--- src/rtl/dmem_pkg.sv ---
// Shared types and helpers for the RV32I data-memory access controller.
package dmem_pkg;

    localparam int unsigned XLEN     = 32;
    localparam int unsigned WADDR_W  = 30;
    localparam int unsigned BE_W     = 4;

    localparam logic [2:0] F3_B  = 3'b000;
    localparam logic [2:0] F3_H  = 3'b001;
    localparam logic [2:0] F3_W  = 3'b010;
    localparam logic [2:0] F3_BU = 3'b100;
    localparam logic [2:0] F3_HU = 3'b101;

    typedef enum logic [1:0] {
        IDLE = 2'd0,
        WAIT = 2'd1,
        DONE = 2'd2
    } state_t;

    typedef struct packed {
        logic               we;
        logic [WADDR_W-1:0] addr;
        logic [BE_W-1:0]    be;
        logic [XLEN-1:0]    wdata;
    } bus_req_t;

    // Legal funct3 for the direction, and naturally aligned for its size.
    function automatic logic access_ok(input logic is_load, input logic [2:0] f3,
                                       input logic [1:0] off);
        logic ok;
        ok = 1'b0;
        case (f3)
            F3_B:    ok = 1'b1;
            F3_H:    ok = ~off[0];
            F3_W:    ok = (off == 2'b00);
            F3_BU:   ok = is_load;
            F3_HU:   ok = is_load & ~off[0];
            default: ok = 1'b0;
        endcase
        return ok;
    endfunction

    function automatic logic [BE_W-1:0] be_of(input logic [1:0] size, input logic [1:0] off);
        logic [BE_W-1:0] be;
        case (size)
            2'b00:   be = 4'b0001 << off;
            2'b01:   be = off[1] ? 4'b1100 : 4'b0011;
            default: be = 4'b1111;
        endcase
        return be;
    endfunction

    function automatic logic [XLEN-1:0] wdata_rep(input logic [1:0] size, input logic [XLEN-1:0] wd);
        logic [XLEN-1:0] r;
        case (size)
            2'b00:   r = {4{wd[7:0]}};
            2'b01:   r = {2{wd[15:0]}};
            default: r = wd;
        endcase
        return r;
    endfunction

endpackage

--- src/rtl/load_ext.sv ---
// Picks the addressed byte/halfword from a read word and sign/zero-extends it.
module load_ext
    import dmem_pkg::*;
(
    input  logic [31:0] rdata,
    input  logic [1:0]  addr,
    input  logic [2:0]  funct3,
    output logic [31:0] ext
);

    logic [7:0]  byte_sel;
    logic [15:0] half_sel;

    assign byte_sel = 8'(rdata >> {addr, 3'b000});
    assign half_sel = addr[1] ? rdata[31:16] : rdata[15:0];

    always_comb begin
        ext = rdata;
        case (funct3)
            F3_B:    ext = {{24{byte_sel[7]}}, byte_sel};
            F3_H:    ext = {{16{half_sel[15]}}, half_sel};
            F3_BU:   ext = {24'h0, byte_sel};
            F3_HU:   ext = {16'h0, half_sel};
            default: ext = rdata;
        endcase
    end

endmodule

--- src/rtl/dmem_ctrl.sv ---
// MEM-stage data-memory controller: req/ack SRAM bus, pipeline stall,
// load extension, misalignment and timeout reporting.
module dmem_ctrl
    import dmem_pkg::*;
#(
    parameter int unsigned TIMEOUT = 255
) (
    input  logic        CLK,
    input  logic        nRESET,
    input  logic        MemRead_i,
    input  logic        MemWrite_i,
    input  logic [2:0]  Funct3_i,
    input  logic [31:0] Addr_i,
    input  logic [31:0] WData_i,
    output logic [31:0] MemData_o,
    output logic        Stall_o,
    output logic        Err_o,
    output logic        BusErr_o,
    output logic        mem_req_o,
    output logic        mem_we_o,
    output logic [29:0] mem_addr_o,
    output logic [3:0]  mem_be_o,
    output logic [31:0] mem_wdata_o,
    input  logic [31:0] mem_rdata_i,
    input  logic        mem_ack_i
);

    localparam int unsigned CW = $clog2(TIMEOUT + 1);

    state_t        state_q, state_d;
    bus_req_t      bus_q, bus_d;
    logic          req_q, req_d;
    logic          buserr_q, buserr_d;
    logic [CW-1:0] cnt_q, cnt_d;
    logic [31:0]   data_q, data_d;
    logic [2:0]    f3_q, f3_d;
    logic [1:0]    off_q, off_d;

    logic          any_c, ok_c, go_c;
    logic [31:0]   ext;

    assign any_c = MemRead_i | MemWrite_i;
    assign ok_c  = (MemRead_i ^ MemWrite_i) & access_ok(MemRead_i, Funct3_i, Addr_i[1:0]);
    assign go_c  = (state_q == IDLE) & ok_c;

    // Combinational handshakes back to the pipeline; forced low while in reset.
    assign Stall_o = nRESET & (go_c | (state_q == WAIT));
    assign Err_o   = nRESET & (state_q == IDLE) & any_c & ~ok_c;

    assign MemData_o   = data_q;
    assign BusErr_o    = buserr_q;
    assign mem_req_o   = req_q;
    assign mem_we_o    = bus_q.we;
    assign mem_addr_o  = bus_q.addr;
    assign mem_be_o    = bus_q.be;
    assign mem_wdata_o = bus_q.wdata;

    load_ext u_load_ext (
        .rdata  (mem_rdata_i),
        .addr   (off_q),
        .funct3 (f3_q),
        .ext    (ext)
    );

    always_ff @(posedge CLK or negedge nRESET) begin
        if (!nRESET) begin
            state_q  <= IDLE;
            bus_q    <= '0;
            req_q    <= 1'b0;
            buserr_q <= 1'b0;
            cnt_q    <= '0;
            data_q   <= '0;
            f3_q     <= '0;
            off_q    <= '0;
        end else begin
            state_q  <= state_d;
            bus_q    <= bus_d;
            req_q    <= req_d;
            buserr_q <= buserr_d;
            cnt_q    <= cnt_d;
            data_q   <= data_d;
            f3_q     <= f3_d;
            off_q    <= off_d;
        end
    end

    // Result and bus-error registers only hold non-zero values during DONE.
    always_comb begin
        state_d  = state_q;
        bus_d    = bus_q;
        req_d    = req_q;
        buserr_d = 1'b0;
        cnt_d    = cnt_q;
        data_d   = 32'h0;
        f3_d     = f3_q;
        off_d    = off_q;
        case (state_q)
            IDLE: begin
                if (go_c) begin
                    bus_d.we    = MemWrite_i;
                    bus_d.addr  = Addr_i[31:2];
                    bus_d.be    = be_of(Funct3_i[1:0], Addr_i[1:0]);
                    bus_d.wdata = wdata_rep(Funct3_i[1:0], WData_i);
                    f3_d        = Funct3_i;
                    off_d       = Addr_i[1:0];
                    req_d       = 1'b1;
                    cnt_d       = '0;
                    state_d     = WAIT;
                end
            end
            WAIT: begin
                if (mem_ack_i) begin
                    req_d   = 1'b0;
                    data_d  = bus_q.we ? 32'h0 : ext;
                    state_d = DONE;
                end else if (cnt_q == CW'(TIMEOUT - 1)) begin
                    req_d    = 1'b0;
                    buserr_d = 1'b1;
                    state_d  = DONE;
                end else begin
                    cnt_d = cnt_q + CW'(1);
                end
            end
            DONE:    state_d = IDLE;
            default: state_d = IDLE;
        endcase
    end

endmodule

--- config.mk ---
export PLATFORM = sky130hd
export DESIGN_NAME = dmem_ctrl
export DESIGN_NICKNAME = d
export VERILOG_FILES = /design/src/rtl/dmem_pkg.sv /design/src/rtl/load_ext.sv /design/src/rtl/dmem_ctrl.sv
export SDC_FILE = /design/constraint.sdc
export NUM_CORES = 1
export LEC_CHECK = 0
export CORE_MARGIN = 2
export CORE_UTILIZATION = 41
export CTS_BUF_LIST = sky130_fd_sc_hd__clkbuf_4 sky130_fd_sc_hd__clkbuf_8
export DETAILED_ROUTE_END_ITERATION = 16
export PLACE_DENSITY = 0.79
export SYNTH_ARGS = -nofsm -noshare
export SYNTH_HDL_FRONTEND = slang
export SYNTH_SLANG_ARGS = --single-unit
--- constraint.sdc ---
create_clock -name CLK -period 1.5 [get_ports CLK]
set_input_delay 0.3 -clock CLK [delete_from_list [all_inputs] [get_ports CLK]]
set_output_delay 0.3 -clock CLK [all_outputs]
set_load 0.005 [all_outputs]
==> flow_summary.toml, run 1 <==
[worst_setup_path]
reg2reg_depth = 7
cp-start-kind = "flop"
crit_chain = "nor2_2 > buf_4 > o2111ai_4 > a21boi_2 > buf_2"
critPathArrivalTime_ns = 1.48
startpoint = "state_q[0]$_DFFE_PN0P_"
critPathKind = "flop to output port"
max_stage_delay_ns = 0.41
path_max_fanout = 2
critPathRequiredTime_ns = 1.20
endpoint_kind = "output port"
slowest_stage = "dfrtp_1"
timing.rr.start = "state_q[0]$_DFFE_PN0P_"

[yosys]
synth_cell_types = 44
synthFlopType = "dfrtp_1"
synth_area_leaders = "dfrtp_1 54%, mux2_4 11%, mux2i_1 4.9%, o21ai_0 3.8%, nand2_1 3.2%"
synthesis.nets = 568
avgSynthCellArea_um2 = 11.6
synth_edf_count = 0
synth-async-reset-ratio_pct = 100
ys_seq_area_share_pct = 54.4
synth_area_um2 = 5330
ys_warn_count = 0
yosys.area.top_type = "dfrtp_1"
syn_inst = 461
ys_ff_latch = 116
synth_top_cell_area_share_pct = 54.4

[timing]
setup-violations-final = 105
rsz0062_at_grt = "yes"
finalCritPeriodShare_pct = 118
hold_viol = 0
fin_hold_ws_ns = 0.0131
postLayoutSetupSlackWorst_ns = -0.276
period_needed_ns = 1.78
skew_ns = 0.0119
slew_headroom_pct = 59.1
slew_violations = 0
tightest_slew_ns = 0.613
final.setup.tns_ns = -10.78
fmax_mhz = 563

[pwr]
pwr-share-seq_pct = 38.0
switching_share_pct = 32.3
p_switching_mw = 3.79
p_clk_share_pct = 23.4
leakagePower_nw = 4.26
p_per_area_nw_per_um2 = 1350
power.total_mw = 11.7
power_frac_comb_pct = 38.6
p_int_mw = 7.94
ir_drop_uv = 658

[clock_tree]
cts.sinks = 116
clk_latency_ns = 0.44
postCtsHoldBufs = 0
clockBufferDepth = 2
cts.htree.levels = 4
clk_pin_slew_ns = 0.07
tritoncts = "built"
root_buffer = "clkbuf_8"
cts_buffers = 17

[outcome]
outcome = "complete, but fails checks"
violations = "negative setup slack"

[final_layout]
nets = 832
syn2layout_area_growth_pct = 63.1
num_antenna_cells = 0
layout-drive-gt1-share_pct = 28.0
fin_util_pct = 68.7

[detailed_routing]
wirelength_um = 16100
routed_via_density = 5.08
routedWlPerCell_um = 17.7
first_iter_violations = 275
final_antenna_net_count = 0
remaining_drc_errors = 0
drt_pass1_iterations = 4
vias = 4618

[global_route]
grt_max_degree = 117
track_usage_pct = 23.6
antenna_found_initial = 0
grt_pass1_vias = 4998
grt_pass1_wl_um = 25800
grt_overflow_total = 0

[floorplanning]
die_y_um = 118
die_width_um = 118
io_pins = 207
die_area_um2 = 13900
start_util_pct = 42.1
num_rows = 41
core_area_um2 = 12700

[placed_design]
port_buffers = 206
place.detailed.hpwl_um = 10800
place_congestion = 0.818

[hold_path]
hp-class = "input port to async pin"

[run]
drv_cap = 0
-- worst paths after layout --
path | to | slack (ns)
max | Stall_o | -0.28
min | mem_be_o[1]$_DFFE_PN0P_ | 0.01
max reg2reg | cnt_q[4]$_DFFE_PN0P_ | -0.22
min reg2reg | mem_wdata_o[9]$_DFFE_PN0P_ | 0.48
max in group asynchronous | MemData_o[11]$_DFF_PN0_ | 1.02
min in group CLK | mem_we_o$_DFFE_PN0P_ | 0.15
-- worst max-delay path: cells and delay by family, from the launching register on --
| family | cells | cell delay [ns] |
|---|---|---|
| buf+inv | 2 | 0.26 |
| flops | 1 | 0.41 |
| compound gates | 2 | 0.25 |
| simple gates | 1 | 0.13 |
-- flip-flops by register name, indices dropped and copies added, names as in the netlist --
| name | count |
|---|---|
| BusErr_o | 1 |
| MemData_o | 32 |
| cnt_q | 8 |
| f3_q | 3 |
| mem_addr_o | 30 |
| mem_be_o | 4 |
| mem_req_o | 1 |
| mem_wdata_o | 32 |
| mem_we_o | 1 |
| off_q | 2 |
| state_q | 2 |
-- metal layers --
metal	track usage [%]	part of all wire (%)	vias to the layer above
met1	26.7	38	2272
met2	41.8	53	181
met5	0	0	-
met3	7.75	7.2	22
li1	-	-	2143
met4	7.45	1.7	0
-- cell type report --
cell class	instances	area [um^2]
tap	172	215
inverter	15	68.8
fill	941	3970
multi-input combinational	301	2590
clock inverter	14	139
sequential	116	2900
timing repair buffer	274	2550
clock buffer	17	234
-- power by group through the flow --
stage          Clock, mW  Combinational, mW  Sequential [mW]
4_1_cts             2.80               4.38             4.44
6_report            2.75               4.52             4.45
2_1_floorplan          0               1.78             4.50
3_3_place_gp           0               4.24             4.49
5_1_grt             2.96               4.88             4.57
3_5_place_dp           0               4.37             4.51
-- through the flow --
step | instance area (um^2) | cells | worst slack, ns
after floorplan | 5400 | 461 | -0.109
final | 8700 | 909 | -0.276
after detailed placement | 7860 | 853 | -1.01
after global routing | 8700 | 909 | -0.350
after global placement | 7860 | 853 | -0.954
after CTS | 8550 | 906 | -0.275
-- cells in the final DEF, fill, tap and decap left out, types with 3 or more instances in the layout --
| master | count |
|---|---|
| nand2_1 | 45 |
| nor3_1 | 3 |
| clkinvlp_4 | 3 |
| mux2_4 | 40 |
| nor3_4 | 12 |
| clkbuf_8 | 17 |
| nand4_1 | 3 |
| dfrtp_1 | 115 |
| mux2i_1 | 26 |
| and2_1 | 7 |
| dlygate4sd2_1 | 105 |
| nor3_2 | 12 |
| clkinv_2 | 6 |
| a21oi_1 | 14 |
| o22ai_1 | 7 |
| o21ai_1 | 5 |
| buf_2 | 3 |
| a221oi_4 | 4 |
| buf_4 | 57 |
| clkdlybuf4s50_1 | 95 |
| xnor2_1 | 4 |
| o21ai_0 | 35 |
| nor2_2 | 3 |
| nor2b_1 | 18 |
| inv_1 | 12 |
| a221oi_2 | 4 |
| nand3_1 | 4 |
| nor2_1 | 16 |
| buf_6 | 7 |
| nand2b_1 | 4 |
-- cells in the mapped netlist (3+ instances only) --
| library cell | number |
|---|---|
| buf_2 | 9 |
| nor2b_1 | 18 |
| ha_1 | 3 |
| nor2_1 | 19 |
| a21oi_1 | 16 |
| mux2i_1 | 26 |
| inv_1 | 15 |
| o22ai_1 | 7 |
| nor3_1 | 26 |
| a221oi_1 | 8 |
| nand2b_1 | 4 |
| clkbuf_1 | 14 |
| xnor2_1 | 4 |
| nand2_1 | 46 |
| nand3_1 | 5 |
| dfrtp_1 | 116 |
| buf_6 | 6 |
| nand4_1 | 3 |
| and2_1 | 7 |
| o21ai_0 | 40 |
| mux2_4 | 40 |
-- what timing repair did --
| action | CTS | global route |
|---|---|---|
| setup buffers | 19 | 3 |
| setup endpoints to repair | 214 | 107 |
| cloned | 3 | 0 |
| pin swaps | 11 | 5 |
| resized for setup | 178 | 23 |
-- cell families after synthesis --
| kind of cell | count (synthesis) | share of synthesized area, % |
|---|---|---|
| adder cells (fa/ha/maj) | 3 | 0.704 |
| buffers and inverters | 44 | 4.15 |
| XOR/XNOR | 4 | 0.657 |
| flip-flops | 116 | 54.4 |
| multiplexers | 70 | 17.4 |
| AND/OR/NAND/NOR | 138 | 12.9 |
| AO/OA/AOI/OAI | 86 | 9.78 |
No activity file was read; power rests on OpenSTA's default activity.
==> run 2: changes to the inputs <==
- GPL_TIMING_DRIVEN: unset -> 0
==> flow_summary.toml, run 2 (same netlist as run 1, synthesis figures left out) <==
[timing]
slew_violations = 0
period_needed_ns = 1.81
tightest_slew_ns = 0.807
skew_ns = 0.00696
rsz0062_at_grt = "yes"
slew_headroom_pct = 46.2
fmax_mhz = 553
setup-violations-final = 112
finalCritPeriodShare_pct = 121
postLayoutSetupSlackWorst_ns = -0.308
hold_viol = 0

[pwr]
power.total_mw = 12.7
switching_share_pct = 31.7
pwr-share-seq_pct = 34.8
p_clk_share_pct = 25.8
p_per_area_nw_per_um2 = 1380
power_frac_comb_pct = 39.4
p_switching_mw = 4.04
ir_drop_uv = 686
p_int_mw = 8.69
leakagePower_nw = 4.48

[placed_design]
place.detailed.hpwl_um = 11400
place_congestion = 0.848
port_buffers = 205
place_ws_ns = -1.24

[floorplanning]
die_y_um = 118
die_area_um2 = 13900
start_util_pct = 42.1
io_pins = 207
die_width_um = 118
num_rows = 41
core_area_um2 = 12700

[final_layout]
layout-drive-gt1-share_pct = 29.1
layout_commonest_cell = "dfrtp_1"
fillers = 853
nets = 845
mostFrequentLayoutCells = "114 x dfrtp_1, 105 x dlygate4sd2_1, 95 x clkdlybuf4s50_1, 45 x nand2_1, 40 x mux2_4"
syn2layout_area_growth_pct = 73.0

[worst_setup_path]
cp-endpoint = "Stall_o"
reg2reg_to = "mem_addr_o[9]$_DFFE_PN0P_"
endpoint_kind = "output port"
reg2reg_depth = 7
startpoint = "state_q[0]$_DFFE_PN0P_"
path_max_fanout = 2
timing.rr.start = "state_q[0]$_DFFE_PN0P_"
critPathRequiredTime_ns = 1.20
worst-r2r-setup-slack_ns = -0.29
cp-start-kind = "flop"
critPathKind = "flop to output port"
critPathArrivalTime_ns = 1.51

[global_route]
grt_overflow_total = 0
grt_max_degree = 53
track_usage_pct = 26.6
grt_pass1_wl_um = 28600
grt_pass1_vias = 5328
antenna_found_initial = 2

[clock_tree]
cts.sinks = 116
clk_latency_ns = 0.44
clockBufferDepth = 2
root_buffer = "clkbuf_8"
cts.htree.levels = 4
clk_pin_slew_ns = 0.07
cts_buffers = 17
tritoncts = "built"

[detailed_routing]
drt_pass1_iterations = 5
final_antenna_net_count = 0
routed_via_density = 5.31
remaining_drc_errors = 0
routedWlPerCell_um = 20.1
wirelength_um = 18600
vias = 4910
first_iter_violations = 313

[run]
drv_cap = 0

[hold_path]
hp-class = "input port to flop"

[outcome]
violations = "negative setup slack"
outcome = "complete, but fails checks"
==> run 2: cell count changes in the layout (fill, tap and decap cells not counted), moves of 3 or more <==
cell / previous run / this run
buf_6: 7 / 11
clkinv_2: 6 / 3
buf_8: 1 / 4
o21ai_0: 35 / 23
o22ai_1: 7 / 4
clkbuf_8: 17 / 22
dlygate4sd3_1: 0 / 3
buf_4: 57 / 35
clkbuf_4: 0 / 3
clkbuf_1: 0 / 6
o22ai_2: 0 / 3
o21ai_1: 5 / 16
buf_12: 2 / 11
==> run 2: through the flow <==
stage          utilization [%]  instances  TNS, ns  hold WS [ns]  cell area, um^2
5_1_grt                   72.8        924   -23.61         0.143             9230
2_1_floorplan                -        461    -4.48       0.00441             5400
3_5_place_dp              60.7        839   -80.97         0.139             7690
6_report                  72.8        924   -18.64         0.161             9230
3_3_place_gp              60.5        838  -576.70         0.463             7660
4_1_cts                   70.8        913   -16.46        -0.348             8960
==> run 2: routing by layer <==
| layer | vias up | part of all wire (%) | GRT usage (%) | wire length (um) |
|---|---|---|---|---|
| li1 | 2180 | - | - | - |
| met1 | 2412 | 38 | 29.9 | 6970 |
| met2 | 273 | 52 | 45.8 | 9660 |
| met3 | 45 | 7.5 | 8.82 | 1400 |
| met4 | 0 | 2.9 | 11.4 | 529 |
| met5 | - | 0 | 0 | 0 |
==> run 2: cell type report <==
| cell class | instances | area (um^2) | area share, % |
|---|---|---|---|
| well taps | 172 | 215 | 2.33 |
| clock buffers | 22 | 297 | 3.21 |
| clock inverters | 9 | 150 | 1.63 |
| repair buffers | 259 | 2580 | 28.0 |
| flip-flops and latches | 116 | 2910 | 31.5 |
| diodes | 2 | 5.00 | 0.0542 |
| multi-input cells | 301 | 2680 | 29.0 |
| plain buffers | 28 | 325 | 3.52 |
| inverters | 15 | 71.3 | 0.773 |
==> run 2: how the worst min path moves through the flow <==
stage,cells after the start,to,start
after floorplan,0,BusErr_o$_DFF_PN0_,nRESET
after global placement,2,mem_wdata_o[14]$_DFFE_PN0P_,mem_wdata_o[14]$_DFFE_PN0P_
after detailed placement,1,mem_addr_o[2]$_DFFE_PN0P_,nRESET
after CTS,1,mem_addr_o[7]$_DFFE_PN0P_,nRESET
after global routing,3,mem_we_o$_DFFE_PN0P_,MemWrite_i
final,3,mem_we_o$_DFFE_PN0P_,MemWrite_i
==> run 2: critical path: stages (launching register included) <==
cell       delay, ns
dfrtp_1         0.41
nor2_4          0.16
o2111ai_4       0.12
clkbuf_8        0.17
a21boi_2        0.10
buf_2           0.11
==> run 2: power groups by stage <==
stage	clock, mW	sequential [mW]	combinational (mW)
floorplan	0	4.50	1.78
global placement	0	4.46	4.11
detailed placement	0	4.51	4.23
CTS	3.33	4.41	4.69
global route	3.46	4.53	5.34
finish	3.28	4.43	5.01
==> run 2: what timing repair did <==
| action | in CTS | in global routing |
|---|---|---|
| gates cloned | 8 | 1 |
| hold endpoints to repair | 64 | 43 |
| pin swaps | 13 | 11 |
| setup endpoints to repair | 216 | 115 |
| resized for setup | 228 | 45 |
| buffers inserted | 36 | 4 |
